File: config.mk
export PLATFORM = sky130hd
export DESIGN_NAME = gs_row_loader_flat
export DESIGN_NICKNAME = d
export VERILOG_FILES = /design/src/rtl/gs_row_loader_if.sv /design/src/rtl/gs_row_loader.sv /design/src/flat_wrapper.sv
export SDC_FILE = /design/constraint.sdc
export NUM_CORES = 2
export LEC_CHECK = 0
export CAP_MARGIN = 10
export CORE_AREA = 2 2 454 456
export CTS_BUF_LIST = sky130_fd_sc_hd__clkbuf_8
export CTS_CLUSTER_SIZE = 20
export DETAILED_ROUTE_END_ITERATION = 12
export DIE_AREA = 0 0 456 458
export HOLD_SLACK_MARGIN = 0.12
export MAX_ROUTING_LAYER = met4
export PLACE_DENSITY_LB_ADDON = 0.1
export REMOVE_ABC_BUFFERS = 1
export SLEW_MARGIN = 5
export SYNTH_ARGS = -nofsm -noshare
export SYNTH_HDL_FRONTEND = slang
export SYNTH_SLANG_ARGS = --single-unit
File: constraint.sdc
create_clock -name i_clk -period 171.2 [get_ports i_clk]
set_input_delay 17.12 -clock i_clk [delete_from_list [all_inputs] [get_ports i_clk]]
set_output_delay 17.12 -clock i_clk [all_outputs]
set_load 0.01 [all_outputs]
File: src/rtl/gs_row_loader_if.sv
// Row-beat stream into the Gauss-Seidel row loader and the packed system
// buses it hands to the iteration cell.
interface gs_row_loader_if #(
  parameter int N   = 8,
  parameter int A_W = 8,
  parameter int R_W = 32,
  parameter int X_W = 32
);
  localparam int BEAT_W = (N - 1) * A_W + A_W + R_W + X_W;
  localparam int CNT_W  = $clog2(N);

  // Row stream: a beat moves on any rising edge where i_in_valid && o_in_ready.
  // The sender holds i_in_valid/i_in_data stable until that edge; o_in_ready
  // never looks at i_in_valid.
  logic                          i_in_valid;
  logic                          o_in_ready;
  logic [BEAT_W-1:0]             i_in_data;

  logic [N*(N-1)*A_W-1:0]        o_a;
  logic [N*R_W-1:0]              o_a_R;
  logic [N*A_W-1:0]              o_b;
  logic [N*X_W-1:0]              o_x;
  logic                          o_valid;
  logic                          i_done;
  logic                          o_busy;
  logic [CNT_W-1:0]              o_row_cnt;
  logic                          dbg_state;

  modport master (
    output i_in_valid, i_in_data, i_done,
    input  o_in_ready, o_a, o_a_R, o_b, o_x, o_valid, o_busy, o_row_cnt, dbg_state
  );

  modport slave (
    input  i_in_valid, i_in_data, i_done,
    output o_in_ready, o_a, o_a_R, o_b, o_x, o_valid, o_busy, o_row_cnt, dbg_state
  );
endinterface

File: src/rtl/gs_row_loader.sv
// Double-buffered row loader: stages N row beats, then hands the packed system
// to the iteration cell with a one-cycle start strobe once its bank is free.
module gs_row_loader #(
  parameter int N   = 8,
  parameter int A_W = 8,
  parameter int R_W = 32,
  parameter int X_W = 32
) (
  input  logic         i_clk,
  input  logic         i_reset,
  gs_row_loader_if.slave bus
);
  localparam int ROW_A_W = (N - 1) * A_W;
  localparam int CNT_W   = $clog2(N);
  localparam int BEAT_W  = ROW_A_W + A_W + R_W + X_W;

  typedef enum logic {FREE = 1'b0, OWNED = 1'b1} state_t;

  state_t             state;
  logic [ROW_A_W-1:0] stg_a [N];
  logic [A_W-1:0]     stg_b [N];
  logic [R_W-1:0]     stg_r [N];
  logic [X_W-1:0]     stg_x [N];
  logic [CNT_W-1:0]   row_cnt;
  logic               staging_full;
  logic               done_low;
  logic               accept;
  logic               transfer;

  assign accept         = bus.i_in_valid && !staging_full;
  assign transfer       = staging_full && (state == FREE);
  assign bus.o_in_ready = !staging_full;
  assign bus.o_row_cnt  = row_cnt;
  assign bus.o_busy     = (state == OWNED);
  assign bus.dbg_state  = state;

  // Staging bank: rows land at row_cnt in arrival order; full blocks input
  // until the output bank takes the whole system.
  always_ff @(posedge i_clk or posedge i_reset) begin
    if (i_reset) begin
      row_cnt      <= '0;
      staging_full <= 1'b0;
      for (int r = 0; r < N; r++) begin
        stg_a[r] <= '0;
        stg_b[r] <= '0;
        stg_r[r] <= '0;
        stg_x[r] <= '0;
      end
    end else if (transfer) begin
      staging_full <= 1'b0;
      row_cnt      <= '0;
    end else if (accept) begin
      stg_a[row_cnt] <= bus.i_in_data[BEAT_W-1 -: ROW_A_W];
      stg_b[row_cnt] <= bus.i_in_data[X_W+R_W+A_W-1 -: A_W];
      stg_r[row_cnt] <= bus.i_in_data[X_W+R_W-1 -: R_W];
      stg_x[row_cnt] <= bus.i_in_data[X_W-1:0];
      if (row_cnt == CNT_W'(N - 1)) begin
        staging_full <= 1'b1;
        row_cnt      <= '0;
      end else begin
        row_cnt <= row_cnt + 1'b1;
      end
    end
  end

  // Output bank FSM. done_low arms the release so a done level left over from
  // the previous system cannot free the bank right after a new launch.
  always_ff @(posedge i_clk or posedge i_reset) begin
    if (i_reset) begin
      state       <= FREE;
      done_low    <= 1'b0;
      bus.o_valid <= 1'b0;
      bus.o_a     <= '0;
      bus.o_a_R   <= '0;
      bus.o_b     <= '0;
      bus.o_x     <= '0;
    end else begin
      bus.o_valid <= 1'b0;
      case (state)
        FREE: begin
          if (transfer) begin
            for (int r = 0; r < N; r++) begin
              bus.o_a[(N-r)*ROW_A_W-1 -: ROW_A_W] <= stg_a[r];
              bus.o_a_R[(N-r)*R_W-1 -: R_W]       <= stg_r[r];
              bus.o_b[(N-r)*A_W-1 -: A_W]         <= stg_b[r];
              bus.o_x[(N-r)*X_W-1 -: X_W]         <= stg_x[r];
            end
            bus.o_valid <= 1'b1;
            done_low    <= 1'b0;
            state       <= OWNED;
          end
        end
        OWNED: begin
          if (!bus.i_done) begin
            done_low <= 1'b1;
          end else if (done_low) begin
            state <= FREE;
          end
        end
        default: state <= FREE;
      endcase
    end
  end
endmodule

File: src/flat_wrapper.sv
// flat-port wrapper written by rule: the top's interface ports become plain ports
module gs_row_loader_flat 
#(
  parameter int N   = 8,
  parameter int A_W = 8,
  parameter int R_W = 32,
  parameter int X_W = 32
)
  (i_clk, i_reset, bus_i_in_valid, bus_i_in_data, bus_i_done, bus_o_in_ready, bus_o_a, bus_o_a_R, bus_o_b, bus_o_x, bus_o_valid, bus_o_busy, bus_o_row_cnt, bus_dbg_state);
  gs_row_loader_if #(.N(N), .A_W(A_W), .R_W(R_W), .X_W(X_W)) bus_i ();
  input  logic i_clk;
  input  logic i_reset;
  input wire logic [$bits(bus_i.i_in_valid)-1:0] bus_i_in_valid;
  input wire logic [$bits(bus_i.i_in_data)-1:0] bus_i_in_data;
  input wire logic [$bits(bus_i.i_done)-1:0] bus_i_done;
  output wire logic [$bits(bus_i.o_in_ready)-1:0] bus_o_in_ready;
  output wire logic [$bits(bus_i.o_a)-1:0] bus_o_a;
  output wire logic [$bits(bus_i.o_a_R)-1:0] bus_o_a_R;
  output wire logic [$bits(bus_i.o_b)-1:0] bus_o_b;
  output wire logic [$bits(bus_i.o_x)-1:0] bus_o_x;
  output wire logic [$bits(bus_i.o_valid)-1:0] bus_o_valid;
  output wire logic [$bits(bus_i.o_busy)-1:0] bus_o_busy;
  output wire logic [$bits(bus_i.o_row_cnt)-1:0] bus_o_row_cnt;
  output wire logic [$bits(bus_i.dbg_state)-1:0] bus_dbg_state;
  assign bus_i.i_in_valid = bus_i_in_valid;
  assign bus_i.i_in_data = bus_i_in_data;
  assign bus_i.i_done = bus_i_done;
  assign bus_o_in_ready = bus_i.o_in_ready;
  assign bus_o_a = bus_i.o_a;
  assign bus_o_a_R = bus_i.o_a_R;
  assign bus_o_b = bus_i.o_b;
  assign bus_o_x = bus_i.o_x;
  assign bus_o_valid = bus_i.o_valid;
  assign bus_o_busy = bus_i.o_busy;
  assign bus_o_row_cnt = bus_i.o_row_cnt;
  assign bus_dbg_state = bus_i.dbg_state;
  gs_row_loader #(.N(N), .A_W(A_W), .R_W(R_W), .X_W(X_W)) u_core (.i_clk(i_clk), .i_reset(i_reset), .bus(bus_i));
endmodule
Yosys cells after proc, flatten, opt, wreduce, memory -nomap -nowiden
Index checks and enable logic that the tools add are counted.
- register bits: 2055
- word-level logic and storage cells: 84
- output and inout port bits: 1031
- input port bits: 132
- mux-type cells: 24
- reduce and logical (&&, ||, !) cells: 10
- bitwise gates (word level): 3
- $lt $le $gt $ge: 2
- add/sub/neg operators: 1
- eq/ne operators: 3
- operator list (operator ; number):
    256-bit bitwise mux ; 2
    448-bit bitwise mux ; 1
    56-bit demux with 3-bit select ; 1
    32-bit demux with 3-bit select ; 1
    64-bit bitwise mux ; 1
    56-bit two-way mux ; 1
    32-bit two-way mux ; 1
    8-bit demux with 3-bit select ; 1
    1-bit two-way mux ; 9
    3-bit two-way mux ; 3
    8-bit two-way mux ; 1
    2-bit AND reduction ; 4
    4-bit greater-or-equal comparator, second input constant ; 1
    4-bit by 1-bit < comparator with 1-bit output, second input constant ; 1
    3-bit NOT with 4-bit output ; 1
    1-bit one-hot mux with 2 select lines ; 2
    2-bit nonzero test ; 2
    3-bit by 1-bit adder with 3-bit output, second input constant ; 1
    3-bit equality test, second input constant ; 1
    1-bit logical AND ; 3
    2-bit by 1-bit inequality test with 1-bit output, second input constant ; 1
    2-bit inequality test, second input constant ; 1
    1-bit NOT ; 2
    1-bit logical NOT ; 1

Depth between registers and ports, before layout
- depth in word-level cells: 6
- gate-level depth with buffers: 6
- gate-level depth less buffers: 4

Worst setup path after synthesis
OpenSTA, ideal clock, no wires.
- kind: input to register
- start point: input bus_i_in_valid
- end point: register u_core.stg_a[128] (netlist bit)
- required time: 171.075 ns
- data arrival time: 18.183 ns
- library setup time: 0.125 ns
- stages on the path: 5
- slack: 152.892 ns
- buffers on the path: 2
- cells stage by stage: nor3b_2 and3_1 buf_4 buf_6 mux2_2
- word-level cells in the longest chain between the ends: 2
- ends and longest elaborated chain (element ; line ; RTL):
    from (decl) ; flat_wrapper.sv:13 ; input wire logic [$bits(bus_i.i_in_valid)-1:0] bus_i_in_valid;
    1-bit logical AND ; gs_row_loader.sv:30 ; assign accept = bus.i_in_valid && !staging_full;
    2-bit AND reduction (no line) ; -- ;
    to (signal, indexed assignment) ; gs_row_loader.sv:53 ; stg_a[row_cnt] <= bus.i_in_data[BEAT_W-1 -: ROW_A_W];
    to (decl) ; gs_row_loader.sv:20 ; logic [ROW_A_W-1:0] stg_a [N];
Every way passes these cells.
A chain may end at the register's enable or synchronous reset.

==> metrics <==
Clk network pwr share 23.4%; worst slew pin tran 1.15 ns; ranking of synthesized cells by area dfrtp_1 67%, mux2_2 27%, mux2_1 3.0%; Arrival @ worst endpoint 22.34 ns; Hold Slack 0.426 ns; Synth area leader dfrtp_1; worst vdd ir 0.00915 mV; gr ovfl total 0; Max-cap violations 0; mapped cell area 76500 µm²; most used flip-flop cell after synthesis dfrtp_1; Final Core Density 47.9%; CP Cell Sequence clkdlybuf4s50_1 > inv_8 > buf_12 > buf_4 > buf_12 > buf_12 > buf_12; max incr delay on CP 0.86 ns; synth warn 0; via count 42.1k; clk_lat worst skew 1.07 ns; Critical Path RT 172.21 ns; register bit total from synthesis 2055; GRT Util Overall 21.4%; first-pass GRT wire length 317 mm; Static Leak 0.0439 µW; crit end category asynchronous set/reset pin; Final ANT Viol Nets 0; register area share after synthesis 67.2%; cts hold-fix bufs 0; most common cell in the netlist dfrtp_1; Tcrit/Tclk final 12.5%; die width 456 µm; total setup buffers inserted after CTS 0; Hold Crit Depth 1; reg2reg end u_core.bus.o_x[202]; Layout Nets 5861; Net Sw Power 580 µW; first drt pass iteration count 5; Gate Count Post-Synth 4361; Total Power 1920 µW; relative slew slack 23.5%; number of flops mapped to enable cells by yosys 0; Post-synth top cells 2055 x dfrtp_1, 1848 x mux2_2, 201 x mux2_1; R2R Setup Slk 165.93 ns; Yosys top cell area share 67.2%; critical path startpoint category input port; reg2reg path depth 7; Clock Pin Slew Worst Setup and Hold Paths 0.06 ns; highest clock rate 46.9 MHz; drt drc 0; CTS tree done; layout cells sized above 1 40.5%; Setup Viol. Count Final 0; Die Ht 458 µm; min cycle time layout 21.33 ns; synthesized area per cell 17.6 µm²; Vias/cell 4.85; antenna violations before repair 16; CTS root buffer clkbuf_8; DPL Wire Length 143 mm; drt first-iter violations 1899; Worst Path Max Fanout 179; cell area after layout 97500 µm²; unrepaired setup endpoints after global routing no; DR WL/cell 25.3 µm; buffer levels on the longest clock path 4; IO Pins 1163; switch share 30.3%; min-delay src u_core.stg_a[198]; kind of critical path input port to asynchronous set/reset pin; CTS Buf Count 370; PD cells 19.6 nW/µm²; Reg-to-Reg Start u_core.staging_full; slowest stage cell on the critical path buf_4; worst hold path type register to register; Core Rows 166; placed inst area 90300 µm²; hold endpoint u_core.bus.o_a[198]; vias in the first global route 44.5k; CP most frequent cell buf_12; Combinational Power Share 33.2%; Port Buffers 1162; status finished clean; Flop pwr share 43.3%; Setup TNS Final 0 ns; DRT Wirelength 219 mm; clk sink count 2055; asr flop ratio synth 100%; Cell variety after synth 22; H-tree depth 5; synthesis-to-finish area growth 27.4%; core area 204000 µm²; Clock Skews 0.0727 ns; CTS resizes 0; final hold violation count 0; fin. max-slew vios 0; cell-internal power 1340 µW; routability cong. 0.770; largest net degree at the start of global routing 180; Die ar. 209000 µm²; starting density of the core 37.6%
## state kept, by name, summed over array words and instances (netlist names)
| register | cells |
|---|---|
| u_core.staging_full | 1 |
| u_core.done_low | 1 |
| u_core.bus.o_row_cnt | 3 |
| u_core.stg_b | 64 |
| u_core.bus.o_b | 64 |
| u_core.stg_r | 256 |
| u_core.bus.dbg_state | 1 |
| u_core.bus.o_valid | 1 |
| u_core.bus.o_a | 448 |
| u_core.bus.o_x | 256 |
| u_core.stg_x | 256 |
| u_core.stg_a | 448 |
| u_core.bus.o_a_R | 256 |
## power by group through the flow
stage                     sequential (µW)  combinational (µW)  clock (µW)
after global routing                  860                 673         489
after CTS                             831                 652         465
after detailed placement              837                 650           0
after global placement                828                 641           0
after floorplan                       868                 285           0
final                                 830                 637         449
## per-stage QoR
stage	cells	worst slack [ns]
6_report	8670	149.87
5_1_grt	8668	149.07
4_1_cts	8662	149.74
3_5_place_dp	8043	148.53
3_3_place_gp	8043	148.61
2_1_floorplan	4134	96.03
## worst max-delay path by stage
stage,from,endpoint,slack (ns),cells after the start
detailed placement,i_reset,u_core.bus.o_a_R[74],148.53,7
CTS,i_reset,u_core.bus.o_a_R[58],149.74,7
global placement,i_reset,u_core.bus.o_a_R[202],148.61,7
global route,i_reset,u_core.bus.o_a_R[58],149.07,7
floorplan,i_reset,u_core.bus.dbg_state,96.03,1
finish,i_reset,u_core.stg_b[27],149.87,7
## cells by family (layout without fill, tap and decap cells)
family / Yosys count / after routing / synth area share (%)
compound gates: 6 / 6 / 0.0507
fa+ha+maj: 2 / 2 / 0.0327
buf+inv: 230 / 1843 / 2.42
flops: 2055 / 2055 / 67.2
mux: 2049 / 2049 / 30.1
other cells: 0 / 8 / 0
simple gates: 19 / 19 / 0.163
## cell type report
class / instances / area (µm²)
timing repair buffer: 1221 / 12200
antenna: 8 / 20.0
multi-input combinational: 2076 / 23300
tap: 2688 / 3360
clock inverter: 159 / 857
clock buffer: 460 / 6330
fill: 17900 / 106000
inverter: 3 / 18.8
sequential: 2055 / 51400
## critical path: cells and delay by family
kind                   cells  cell delay (ns)
buffers and inverters      7             4.47
## layout by cell type, fill, tap and decap left out, types with 3 or more instances in the layout
cell | Yosys | final
inv_6 | 0 | 4
buf_12 | 0 | 10
inv_1 | 2 | 116
bufinv_16 | 0 | 7
dfrtp_1 | 2055 | 2055
diode_2 | 0 | 8
nand3b_1 | 3 | 3
clkbuf_8 | 0 | 460
buf_4 | 102 | 49
clkinv_2 | 0 | 27
clkdlybuf4s50_1 | 0 | 1162
mux2_1 | 201 | 201
clkinvlp_4 | 0 | 6
mux2_2 | 1848 | 1848
nand2_1 | 5 | 4
## metal layers
| metal | wire (µm) | GRT usage, % |
|---|---|---|
| met5 | 0 | - |
| met4 | 9780 | 9.29 |
| met3 | 13300 | 6.17 |
| met2 | 110000 | 35.1 |
| met1 | 86700 | 24.3 |
No activity file was read; power rests on OpenSTA's default activity.
==> RTL change: new RTL, config.mk and constraints unchanged <==
`N` is set to 8 in 3 places; all go to 4.
--- a/src/rtl/gs_row_loader_if.sv
+++ b/src/rtl/gs_row_loader_if.sv
@@ -3,3 +3,3 @@
 interface gs_row_loader_if #(
-  parameter int N   = 8,
+  parameter int N   = 4,
   parameter int A_W = 8,
--- a/src/rtl/gs_row_loader.sv
+++ b/src/rtl/gs_row_loader.sv
@@ -3,3 +3,3 @@
 module gs_row_loader #(
-  parameter int N   = 8,
+  parameter int N   = 4,
   parameter int A_W = 8,
--- a/src/flat_wrapper.sv
+++ b/src/flat_wrapper.sv
@@ -3,3 +3,3 @@
 #(
-  parameter int N   = 8,
+  parameter int N   = 4,
   parameter int A_W = 8,
Interface: changed (6 resized); port bits go from 1163 to 490. No check against the original RTL was run, so the function may have changed too.
==> RTL change against the unedited design <==
- register-to-register slack improved by 1600 ps
- power fell by 58%
- design area fell by 59%
- sequential cell count fell by 1281
- setup slack improved by 570 ps
- first-iteration DRC count fell by 76%
- area after synthesis fell by 62%
- wire length fell by 57%
- highest routed layer unchanged
==> RTL change: results <==
status:
  status: "completed"
worst_hold_path:
  min_to: "u_core.bus.o_a[71]"
  min_from: "u_core.stg_a[71]"
  min_path_cells: 1
pwr:
  p_leak_nw: 16.58
  ir_worst_vdd_v: 0.000008351
routing:
  top_layer: "met4"
  avgViaCountPerCell: 3.212
  wl_met3_mm: 5.144
  dr.pass1.iters: 4
  routed-wl-met2_mm: 49.49
  drt_iter0_drc: 457
  drt-met1-wl_mm: 37.11
  routedWlPerCell_um: 18.86
critical_path:
  reg2reg_to: "u_core.bus.o_x[2]"
  crit-reg2reg-launch: "u_core.staging_full"
  crit_fanout: 166
  max_stage_delay_ps: 910
  r2r_cells: 6
  crit_arrival_ps: 21600
  slowest_stage: "buf_4"
  r2r_setup_slack_ps: 167570
logic_synthesis:
  yosys-top-cells-count: "dfrtp_1, mux2_1, mux2_2"
  ys.flop_type: "dfrtp_1"
  netlist_instances: 1652
  ys_warn_count: 0
  synth_area_leaders: "dfrtp_1, mux2_1, mux2_2"
  ys_seq_area_share_pct: 67.20
  synth_cell_type_count: 20
timing:
  fin_skew_ps: 53.04
  fin_hold_ws_ps: 451.2
  tightest_slew_ps: 1026
final_layout:
  stdcell_count: 5042
  final_layout_size_suffix_gt1_share_pct: 24.22
  nNetsFinal: 2342
grt:
  grt_pass1_vias: 18560
  grt_max_degree: 167
  antenna_found_initial: 10
  grt_pass1_wl_mm: 138.0
  grt_usage_pct: 9.447
place:
  routabilityCongestion: 0.6891
  io_buffers: 489
  dp.cells: 4765
  post_dp_cell_area_um2: 36710
  dp_hpwl_mm: 59.74
cts:
  cts_made_buffers: 159
  clockBufferDepth: 3
  clk_latency_ps: 910
  h-tree-depth: 4
  post_cts_buffers: 0
[RTL change: cell count changes in the layout (fill, tap and decap cells not counted), sizes merged, moves of 4 or more]
cell | before | now
clkinvlp | 6 | 2
clkinv | 27 | 8
clkbuf | 460 | 191
inv | 122 | 71
buf | 59 | 20
clkdlybuf4s50 | 1162 | 489
dfrtp | 2055 | 774
mux2 | 2049 | 768
[RTL change: worst max path at each step]
stage          startpoint                    end  slack (ps)  cells past startpoint
6_report          i_reset  u_core.bus.o_a_R[105]      150440                      6
5_1_grt           i_reset      u_core.stg_x[117]      149690                      6
4_1_cts           i_reset    u_core.bus.o_x[117]      150230                      6
3_5_place_dp      i_reset    u_core.bus.o_x[117]      149120                      6
3_3_place_gp      i_reset     u_core.bus.o_x[53]      149270                      6
2_1_floorplan     i_reset   u_core.bus.dbg_state      132350                      1
[RTL change: metrics by stage]
step | power (W) | setup slack (ps)
floorplan | 0.0004546 | 132350
global placement | 0.0006125 | 149270
detailed placement | 0.0006188 | 149120
CTS | 0.0008309 | 150230
global route | 0.0008584 | 149690
finish | 0.0008011 | 150440
[RTL change: area by class of cell]
class                           count  area [µm²]
Antenna cell                        5       12.51
Clock buffer                      191        2629
Clock inverter                     81       583.1
Fill cell                       21740      163800
Inverter                            5       26.28
Multi-Input combinational cell    789        8857
Sequential cell                   774       19370
Tap cell                         2688        3363
Timing Repair Buffer              509        5095
[RTL change: metal layers]
metal / vias to the layer above / GRT usage (%)
met5: - / -
met4: 0 / 4.210
met3: 193 / 2.839
met2: 420 / 16.16
met1: 8512 / 10.05
li1: 7069 / -
[RTL change: cells by family (layout without fill, tap and decap cells)]
| kind of cell | Yosys count | in the layout | share of synthesized area (%) |
|---|---|---|---|
| AO/OA/AOI/OAI | 6 | 6 | 0.1259 |
| other | 0 | 5 | 0 |
| adder cells (fa/ha/maj) | 4 | 4 | 0.1736 |
| AND/OR/NAND/NOR | 10 | 10 | 0.1997 |
| multiplexers | 769 | 769 | 30.04 |
| flip-flops | 774 | 774 | 67.20 |
| buffers and inverters | 89 | 786 | 2.266 |
[RTL change: worst max-delay path, delay by kind of cell]
kind | cells | cell delay (ps)
buffers and inverters | 6 | 4090
[RTL change: power breakdown]
| part | total [W] | internal [W] | switching (W) |
|---|---|---|---|
| registers | 0.000325 | 0.000276 | 0.0000484 |
| logic | 0.000277 | 0.000156 | 0.000121 |
| clock network | 0.000199 | 0.000109 | 0.0000898 |
| total | 0.000801 | 0.000542 | 0.000259 |
